--- config.mk ---
export PLATFORM = sky130hd
export DESIGN_NAME = az_sample_collector
export DESIGN_NICKNAME = d
export VERILOG_FILES = /design/src/rtl/az_sample_collector.sv
export SDC_FILE = /design/constraint.sdc
export NUM_CORES = 1
export LEC_CHECK = 0
export ABC_CLOCK_PERIOD_IN_PS = 22400
export CAP_MARGIN = 5
export CORE_MARGIN = 3
export CORE_UTILIZATION = 62
export DETAILED_ROUTE_END_ITERATION = 16
export PLACE_DENSITY = 0.86
export SLEW_MARGIN = 20
export SYNTH_ARGS = -nofsm -noshare
export SYNTH_HDL_FRONTEND = slang
export SYNTH_SLANG_ARGS = --single-unit
--- constraint.sdc ---
create_clock -name clk -period 22.4 [get_ports clk]
set_clock_uncertainty 0.15 [all_clocks]
set_input_delay 6.72 -clock clk [delete_from_list [all_inputs] [get_ports clk]]
set_output_delay 6.72 -clock clk [all_outputs]
set_load 0.05 [all_outputs]
--- src/rtl/az_sample_collector.sv ---
// -----------------------------------------------------------------------------
// az_sample_collector
//
// Receive-side companion to the AZ modulation sequencer. The sequencer's
// precharge switch state and AZ mux select are decoded into HI (signal) and
// LO (zero) sample windows. ADC results that arrive inside each window are
// summed. Every HI window that is followed by a LO window produces one record:
// both sums, both sample counts and the AZ-corrected difference hi_sum - lo_sum.
//
// Ports
//   clk           system clock (20 MHz)
//   reset         asynchronous, active-high
//   sw_pc_ctl     precharge switch state (1 = signal, 0 = boot)
//   mux_az        AZ mux select
//   adc_valid     one-cycle strobe, adc_data valid
//   adc_data      signed conversion result, DATA_W bits
//   clear_err     clears the sticky error flags on the next edge
//   result_valid  one-cycle strobe, record outputs updated
//   hi_sum        signed sum of HI-window samples
//   lo_sum        signed sum of LO-window samples
//   hi_count      samples in the HI window
//   lo_count      samples in the LO window
//   diff          signed hi_sum - lo_sum (one bit wider than the sums)
//   err_timeout   sticky: a window lasted TIMEOUT_N clocks
//   err_ovf       sticky: a sample counter was saturated and a sample dropped
//   err_seq       sticky: HI re-entered before any LO window
//   state_mon     current FSM state code
// -----------------------------------------------------------------------------
module az_sample_collector #(
  parameter int         DATA_W      = 24,
  parameter int         CNT_W       = 8,
  parameter logic [2:0] MUX_LO_CODE = 3'd7,
  parameter logic [2:0] MUX_HI_CODE = 3'd0,
  parameter int         TIMEOUT_N   = 2000000
) (
  input  logic                      clk,
  input  logic                      reset,
  input  logic                      sw_pc_ctl,
  input  logic [2:0]                mux_az,
  input  logic                      adc_valid,
  input  logic [DATA_W-1:0]         adc_data,
  input  logic                      clear_err,
  output logic                      result_valid,
  output logic [DATA_W+CNT_W-1:0]   hi_sum,
  output logic [DATA_W+CNT_W-1:0]   lo_sum,
  output logic [CNT_W-1:0]          hi_count,
  output logic [CNT_W-1:0]          lo_count,
  output logic [DATA_W+CNT_W:0]     diff,
  output logic                      err_timeout,
  output logic                      err_ovf,
  output logic                      err_seq,
  output logic [2:0]                state_mon
);

  localparam int SUM_W = DATA_W + CNT_W;
  localparam int TMR_W = $clog2(TIMEOUT_N + 1);

  localparam logic [CNT_W-1:0] CNT_MAX  = '1;
  localparam logic [TMR_W-1:0] TMR_LAST = TMR_W'(TIMEOUT_N - 1);

  typedef enum logic [2:0] {
    ST_ARM     = 3'd0,
    ST_SEEK    = 3'd1,
    ST_HI_ACC  = 3'd2,
    ST_WAIT_LO = 3'd3,
    ST_LO_ACC  = 3'd4,
    ST_EMIT    = 3'd5
  } state_t;

  // Input stage
  logic              sw_pc_ctl_q;
  logic [2:0]        mux_az_q;
  logic              adc_valid_q;
  logic [DATA_W-1:0] adc_data_q;
  // Set one edge after reset: the input registers then hold real sequencer
  // state rather than their reset zeros, so ARM can trust the decode.
  logic              primed_q;

  // FSM, timer and running accumulators
  state_t            state_q, state_d;
  logic [TMR_W-1:0]  timer_q, timer_d;
  logic [SUM_W-1:0]  hi_acc_q, hi_acc_d;
  logic [SUM_W-1:0]  lo_acc_q, lo_acc_d;
  logic [CNT_W-1:0]  hi_cnt_q, hi_cnt_d;
  logic [CNT_W-1:0]  lo_cnt_q, lo_cnt_d;

  // Record registers
  logic [SUM_W-1:0]  rec_hi_sum_q, rec_hi_sum_d;
  logic [SUM_W-1:0]  rec_lo_sum_q, rec_lo_sum_d;
  logic [CNT_W-1:0]  rec_hi_cnt_q, rec_hi_cnt_d;
  logic [CNT_W-1:0]  rec_lo_cnt_q, rec_lo_cnt_d;
  logic [SUM_W:0]    rec_diff_q,   rec_diff_d;

  // Sticky errors
  logic              err_timeout_q, err_timeout_d;
  logic              err_ovf_q,     err_ovf_d;
  logic              err_seq_q,     err_seq_d;
  logic              set_timeout, set_ovf, set_seq;

  logic              is_hi, is_lo;
  logic [SUM_W-1:0]  sample_ext;

  assign is_hi      = sw_pc_ctl_q  && (mux_az_q == MUX_HI_CODE);
  assign is_lo      = !sw_pc_ctl_q && (mux_az_q == MUX_LO_CODE);
  assign sample_ext = {{CNT_W{adc_data_q[DATA_W-1]}}, adc_data_q};

  // NOTE: every signal assigned here gets a default first, so no path leaves
  // a value unassigned and no latch can be inferred.
  always_comb begin
    state_d      = state_q;
    timer_d      = timer_q;
    hi_acc_d     = hi_acc_q;
    lo_acc_d     = lo_acc_q;
    hi_cnt_d     = hi_cnt_q;
    lo_cnt_d     = lo_cnt_q;
    rec_hi_sum_d = rec_hi_sum_q;
    rec_lo_sum_d = rec_lo_sum_q;
    rec_hi_cnt_d = rec_hi_cnt_q;
    rec_lo_cnt_d = rec_lo_cnt_q;
    rec_diff_d   = rec_diff_q;
    set_timeout  = 1'b0;
    set_ovf      = 1'b0;
    set_seq      = 1'b0;

    case (state_q)
      ST_ARM: begin
        // Never start inside a HI window that was already running.
        if (primed_q && !is_hi) state_d = ST_SEEK;
      end

      ST_SEEK: begin
        if (is_hi) begin
          hi_acc_d = '0;
          lo_acc_d = '0;
          hi_cnt_d = '0;
          lo_cnt_d = '0;
          timer_d  = '0;
          state_d  = ST_HI_ACC;
        end
      end

      ST_HI_ACC: begin
        if (timer_q == TMR_LAST) begin
          set_timeout = 1'b1;
          state_d     = ST_ARM;
        end else if (!is_hi) begin
          timer_d = '0;
          state_d = ST_WAIT_LO;
        end else begin
          timer_d = timer_q + TMR_W'(1);
          if (adc_valid_q) begin
            if (hi_cnt_q == CNT_MAX) begin
              set_ovf = 1'b1;
            end else begin
              hi_acc_d = hi_acc_q + sample_ext;
              hi_cnt_d = hi_cnt_q + CNT_W'(1);
            end
          end
        end
      end

      ST_WAIT_LO: begin
        if (timer_q == TMR_LAST) begin
          set_timeout = 1'b1;
          state_d     = ST_ARM;
        end else if (is_lo) begin
          timer_d = '0;
          state_d = ST_LO_ACC;
        end else if (is_hi) begin
          // A second HI before any LO: the first HI window is discarded.
          set_seq  = 1'b1;
          hi_acc_d = '0;
          hi_cnt_d = '0;
          timer_d  = '0;
          state_d  = ST_HI_ACC;
        end else begin
          timer_d = timer_q + TMR_W'(1);
        end
      end

      ST_LO_ACC: begin
        if (timer_q == TMR_LAST) begin
          set_timeout = 1'b1;
          state_d     = ST_ARM;
        end else if (!is_lo) begin
          // Accumulators are final here (no sample is taken outside LO), so
          // the record is loaded now and is already visible in EMIT.
          rec_hi_sum_d = hi_acc_q;
          rec_lo_sum_d = lo_acc_q;
          rec_hi_cnt_d = hi_cnt_q;
          rec_lo_cnt_d = lo_cnt_q;
          rec_diff_d   = {hi_acc_q[SUM_W-1], hi_acc_q} - {lo_acc_q[SUM_W-1], lo_acc_q};
          state_d      = ST_EMIT;
        end else begin
          timer_d = timer_q + TMR_W'(1);
          if (adc_valid_q) begin
            if (lo_cnt_q == CNT_MAX) begin
              set_ovf = 1'b1;
            end else begin
              lo_acc_d = lo_acc_q + sample_ext;
              lo_cnt_d = lo_cnt_q + CNT_W'(1);
            end
          end
        end
      end

      ST_EMIT: begin
        if (is_hi) begin
          hi_acc_d = '0;
          lo_acc_d = '0;
          hi_cnt_d = '0;
          lo_cnt_d = '0;
          timer_d  = '0;
          state_d  = ST_HI_ACC;
        end else begin
          state_d = ST_SEEK;
        end
      end

      default: state_d = ST_ARM;
    endcase
  end

  // A set event in the same cycle as clear_err wins.
  assign err_timeout_d = (err_timeout_q && !clear_err) || set_timeout;
  assign err_ovf_d     = (err_ovf_q     && !clear_err) || set_ovf;
  assign err_seq_d     = (err_seq_q     && !clear_err) || set_seq;

  // NOTE: sequential state uses non-blocking assignments only, so every
  // register samples the pre-edge values regardless of statement order.
  // Every register, including the record outputs, is reset so that a reset
  // mid-operation returns all outputs to zero.
  always_ff @(posedge clk or posedge reset) begin
    if (reset) begin
      sw_pc_ctl_q   <= 1'b0;
      mux_az_q      <= '0;
      adc_valid_q   <= 1'b0;
      adc_data_q    <= '0;
      primed_q      <= 1'b0;
      state_q       <= ST_ARM;
      timer_q       <= '0;
      hi_acc_q      <= '0;
      lo_acc_q      <= '0;
      hi_cnt_q      <= '0;
      lo_cnt_q      <= '0;
      rec_hi_sum_q  <= '0;
      rec_lo_sum_q  <= '0;
      rec_hi_cnt_q  <= '0;
      rec_lo_cnt_q  <= '0;
      rec_diff_q    <= '0;
      err_timeout_q <= 1'b0;
      err_ovf_q     <= 1'b0;
      err_seq_q     <= 1'b0;
    end else begin
      sw_pc_ctl_q   <= sw_pc_ctl;
      mux_az_q      <= mux_az;
      adc_valid_q   <= adc_valid;
      adc_data_q    <= adc_data;
      primed_q      <= 1'b1;
      state_q       <= state_d;
      timer_q       <= timer_d;
      hi_acc_q      <= hi_acc_d;
      lo_acc_q      <= lo_acc_d;
      hi_cnt_q      <= hi_cnt_d;
      lo_cnt_q      <= lo_cnt_d;
      rec_hi_sum_q  <= rec_hi_sum_d;
      rec_lo_sum_q  <= rec_lo_sum_d;
      rec_hi_cnt_q  <= rec_hi_cnt_d;
      rec_lo_cnt_q  <= rec_lo_cnt_d;
      rec_diff_q    <= rec_diff_d;
      err_timeout_q <= err_timeout_d;
      err_ovf_q     <= err_ovf_d;
      err_seq_q     <= err_seq_d;
    end
  end

  assign result_valid = (state_q == ST_EMIT);
  assign hi_sum       = rec_hi_sum_q;
  assign lo_sum       = rec_lo_sum_q;
  assign hi_count     = rec_hi_cnt_q;
  assign lo_count     = rec_lo_cnt_q;
  assign diff         = rec_diff_q;
  assign err_timeout  = err_timeout_q;
  assign err_ovf      = err_ovf_q;
  assign err_seq      = err_seq_q;
  assign state_mon    = state_q;

endmodule
==> summary.txt <==
Detailed routing
  – Vias post-DR: 12476
  – First drt pass iteration count: 5
  – Iteration-0 DRC Markers: 1090
  – DRC Markers: 0
  – Vias per cell: 6.15
  – Total Wirelength: 35.8 mm
  – Wirelength per Cell: 17.6 um
  – Antenna-violating nets left: 0

Cells and area
  – Layout cells sized above 1: 4.92%
  – FILL cells: 1523
  – Synthesis-to-layout area growth: 18.6%
  – # diodes: 0
  – Layout Cells excl Fill: 2029
  – Nets: 1864

Critical path
  – Setup Crit Path Kind: reg -> out
  – CP required: 15.53 ns
  – R2R Path End: hi_acc_q[31]
  – Critical Path AT: 2.52 ns
  – Crit end category: output port
  – Worst r2r path cells: 9
  – CP Max Fanout: 19
  – Startpoint Class: flip-flop
  – Worst r2r src: timer_q[8]
  – R2r setup slk: 17.78 ns

Placed design
  – Post-DP HPWL: 25.3 mm
  – GP Congestion: 1.01
  – I/O Buffers: 151
  – Placed Cells: 1984

Clocking
  – Hold Buf Count CTS: 0
  – CTS Sinks: 250
  – CTS tree: built
  – Htree depth: 1
  – # Post-CTS Setup Buffers: 0
  – Root Driver: clkbuf_16
  – Clock slew at reported path FFs: 0.06 ns
  – CTS Buf Count: 26
  – Clock Tree Buf Depth: 3
  – Post_cts resized: 0
  – Skew-Pair Late Insertion Delay: 0.53 ns

Logic synthesis
  – Synth Flop Type: dfrtp_1
  – Yosys reg bits: 250
  – Synthesized instance count: 1603
  – Sequential element share of the synthesized area: 43.9%
  – Mean Syn Cell Area: 8.89 um^2
  – Post-synth EDFFs: 0
  – Synth warn: 0
  – Post-synthesis simple-gate area fraction: 18.6%
  – Synth Area in Compound Gates: 20.1%
  – Post-Synth XOR/XNOR Area: 4.30%
  – Distinct cells, synth: 85
  – Mapped Area: 0.0142 mm^2
  – Adder-Cell Fraction of Synth Area: 8.94%
  – Ys async rst share: 100%
  – Synthesized Nets: 1735
  – Leading area contributor after synthesis: dfrtp_1
  – Area fraction of the dominant cell type after synthesis: 43.9%
  – Largest family of logic cells by synthesized area: compound AO/OA/AOI/OAI gates
  – Ranking of synthesized cells by area: dfrtp_1 (44%), nand2_1 (8.9%), ha_1 (8.5%), o21ai_0 (6.3%), a21oi_1 (3.1%)
  – Multiplexer share of the synthesized area: 0.457%

Status
  – Status: completed

Timing
  – Post-route minimum period: 9.39 ns
  – Relative slew slack: 27.8%
  – Fin. Hold Viols: 0
  – Sum Neg Setup Slack: 0 ns
  – Tcrit/Tclk final: 41.9%
  – Final Max Slew Viols: 0
  – Fmax: 106 MHz
  – RSZ-0062 raised after global routing: no
  – # setup viols final: 0
  – Worst Max-Slew Pin Slew: 1.08 ns

Worst hold path
  – Min-Delay Endpoint: hi_sum[25]
  – Hold_sp: hi_sum[25]
  – Hold Crit Class: reg -> reg
  – Hold path depth: 2

Floorplanning
  – Die height: 158 um
  – # rows: 54
  – Die W: 158 um
  – I/O Pins: 152
  – Initial Util: 64.1%
  – Die ar.: 0.0248 mm^2
  – Core area: 0.0222 mm^2

GRT
  – First-pass GRT wire length: 58.8 mm
  – Initial antenna violation count: 2
  – Vias in the first global route: 12024
  – Global-route usage over all layers: 28.7%
  – Largest net degree at the start of global routing: 121
  – Overflow after GRT: 0

Pwr
  – Flop pwr share: 28.7%
  – Logic gate share of total power: 47.7%
  – P per Cell Area: 120 mW/mm^2
  – Switching share of power: 41.1%
  – P_sw: 830 uW
  – P_leak: 8.02 nW
  – Max VDD drop: 0.0000656 V
  – Int Pwr: 1.19 mW
  – Clk pwr share: 23.6%

Job
  – Max-Cap Viols: 0
==> per-stage QoR <==
step	setup slack [ns]	utilization (%)	cell area [um^2]	power, mW	hold WS [ns]
6_report	13.01	76.0	16900	2.02	0.319
5_1_grt	12.95	76.0	16900	2.15	0.352
4_1_cts	13.01	76.0	16900	2.01	0.326
3_5_place_dp	12.70	71.7	15900	1.52	0.312
3_3_place_gp	12.74	71.7	15900	1.49	0.310
2_1_floorplan	8.66	-	14200	1.28	0.306
==> worst max path at each step <==
| stage | from | endpoint | cells past startpoint |
|---|---|---|---|
| 2_1_floorplan | reset | adc_data_q[0] | 1 |
| 4_1_cts | state_mon[1] | result_valid | 3 |
| 3_5_place_dp | reset | hi_sum[24] | 4 |
| 6_report | state_mon[1] | result_valid | 3 |
| 3_3_place_gp | reset | lo_sum[25] | 4 |
| 5_1_grt | state_mon[1] | result_valid | 3 |
==> layout make-up <==
cell class / count / area [um^2] / share of cell area [%]
multi-input cells: 1227 / 7500 / 44.4
flip-flops and latches: 250 / 6260 / 37.0
repair buffers: 159 / 1570 / 9.30
clock buffers: 37 / 783 / 4.64
well taps: 280 / 350 / 2.07
inverters: 68 / 263 / 1.56
clock inverters: 8 / 169 / 1.00
==> state kept, by name, indices dropped and copies added (netlist names), 3 cells and up <==
| name | flops |
|---|---|
| diff | 33 |
| hi_acc_q | 32 |
| hi_sum | 32 |
| lo_acc_q | 32 |
| lo_sum | 32 |
| adc_data_q | 24 |
| timer_q | 21 |
| hi_cnt_q | 8 |
| hi_count | 8 |
| lo_cnt_q | 8 |
| lo_count | 8 |
| mux_az_q | 3 |
| state_mon | 3 |
==> power groups by stage <==
stage	Clock, mW	Sequential (mW)	Combinational (mW)
floorplan	0	0.648	0.633
global placement	0	0.582	0.909
detailed placement	0	0.585	0.939
CTS	0.481	0.578	0.948
global route	0.501	0.588	1.06
finish	0.477	0.580	0.963
==> placed cells by master (no fill, tap or decap), types with 10 or more instances in the layout <==
cell	netlist	routed
clkbuf_16	0	27
ha_1	97	97
xor2_1	31	31
a211oi_1	12	12
xnor2_1	39	39
o21ai_0	179	179
dfrtp_1	250	250
nor2_1	80	80
nand2_1	339	339
o31ai_1	23	23
nand4_1	14	14
clkdlybuf4s50_1	0	151
inv_1	67	66
nand2b_1	17	17
a21o_1	46	46
and3_1	29	28
nor3_1	22	22
or3_1	11	10
a21oi_1	87	87
nand3_1	33	32
o21bai_1	12	12
a31oi_1	13	13
nor2b_1	14	14
==> critical path, stage by stage, from the launching register on <==
cell and delay (ns):
dfrtp_1 0.56, nand2b_1 0.39, nor2_1 0.21, clkdlybuf4s50_1 0.83
==> Yosys cell counts, types with 3 or more instances <==
cell type  instances
nor3b_1            4
o31ai_1           23
buf_2             27
nand2_1          339
xor2_1            31
a21boi_1           3
a211o_1            8
nand3_1           33
or4_1              3
or4b_1             3
a31oi_1           13
ha_1              97
o21ai_0          179
a211oi_2           3
dfrtp_1          250
xnor2_1           39
a211oi_1          12
nor2_1            80
nor3_1            22
fa_1               3
nor2b_1           14
mux2_2             4
and2_1             6
a21o_1            46
a21oi_1           87
o21a_1             6
a21boi_0           4
o21ai_1            4
nand4_1           14
nand2b_1          17
a21oi_2            5
or3_1             11
o41ai_1            4
o21bai_1          12
o211ai_1           7
o22ai_1            4
clkbuf_1          30
inv_1             67
and3_1            29
a22o_1             3
==> cell families after synthesis <==
group | Yosys count
compound gates | 456
flops | 250
fa+ha+maj | 100
mux | 6
xor+xnor | 70
simple gates | 594
other cells | 1
buf+inv | 126
==> layer usage <==
| metal | wire, um | vias up | global-route usage, % | share of wire [%] |
|---|---|---|---|---|
| met5 | 26 | - | 0 | 0.073 |
| met4 | 796 | 4 | 7.48 | 2.2 |
| met3 | 2790 | 76 | 5.85 | 7.8 |
| met2 | 16800 | 472 | 47.6 | 47 |
| met1 | 15400 | 6039 | 38.9 | 43 |
| li1 | - | 5885 | - | - |
Note: power is estimated with default switching activity, not from simulation.
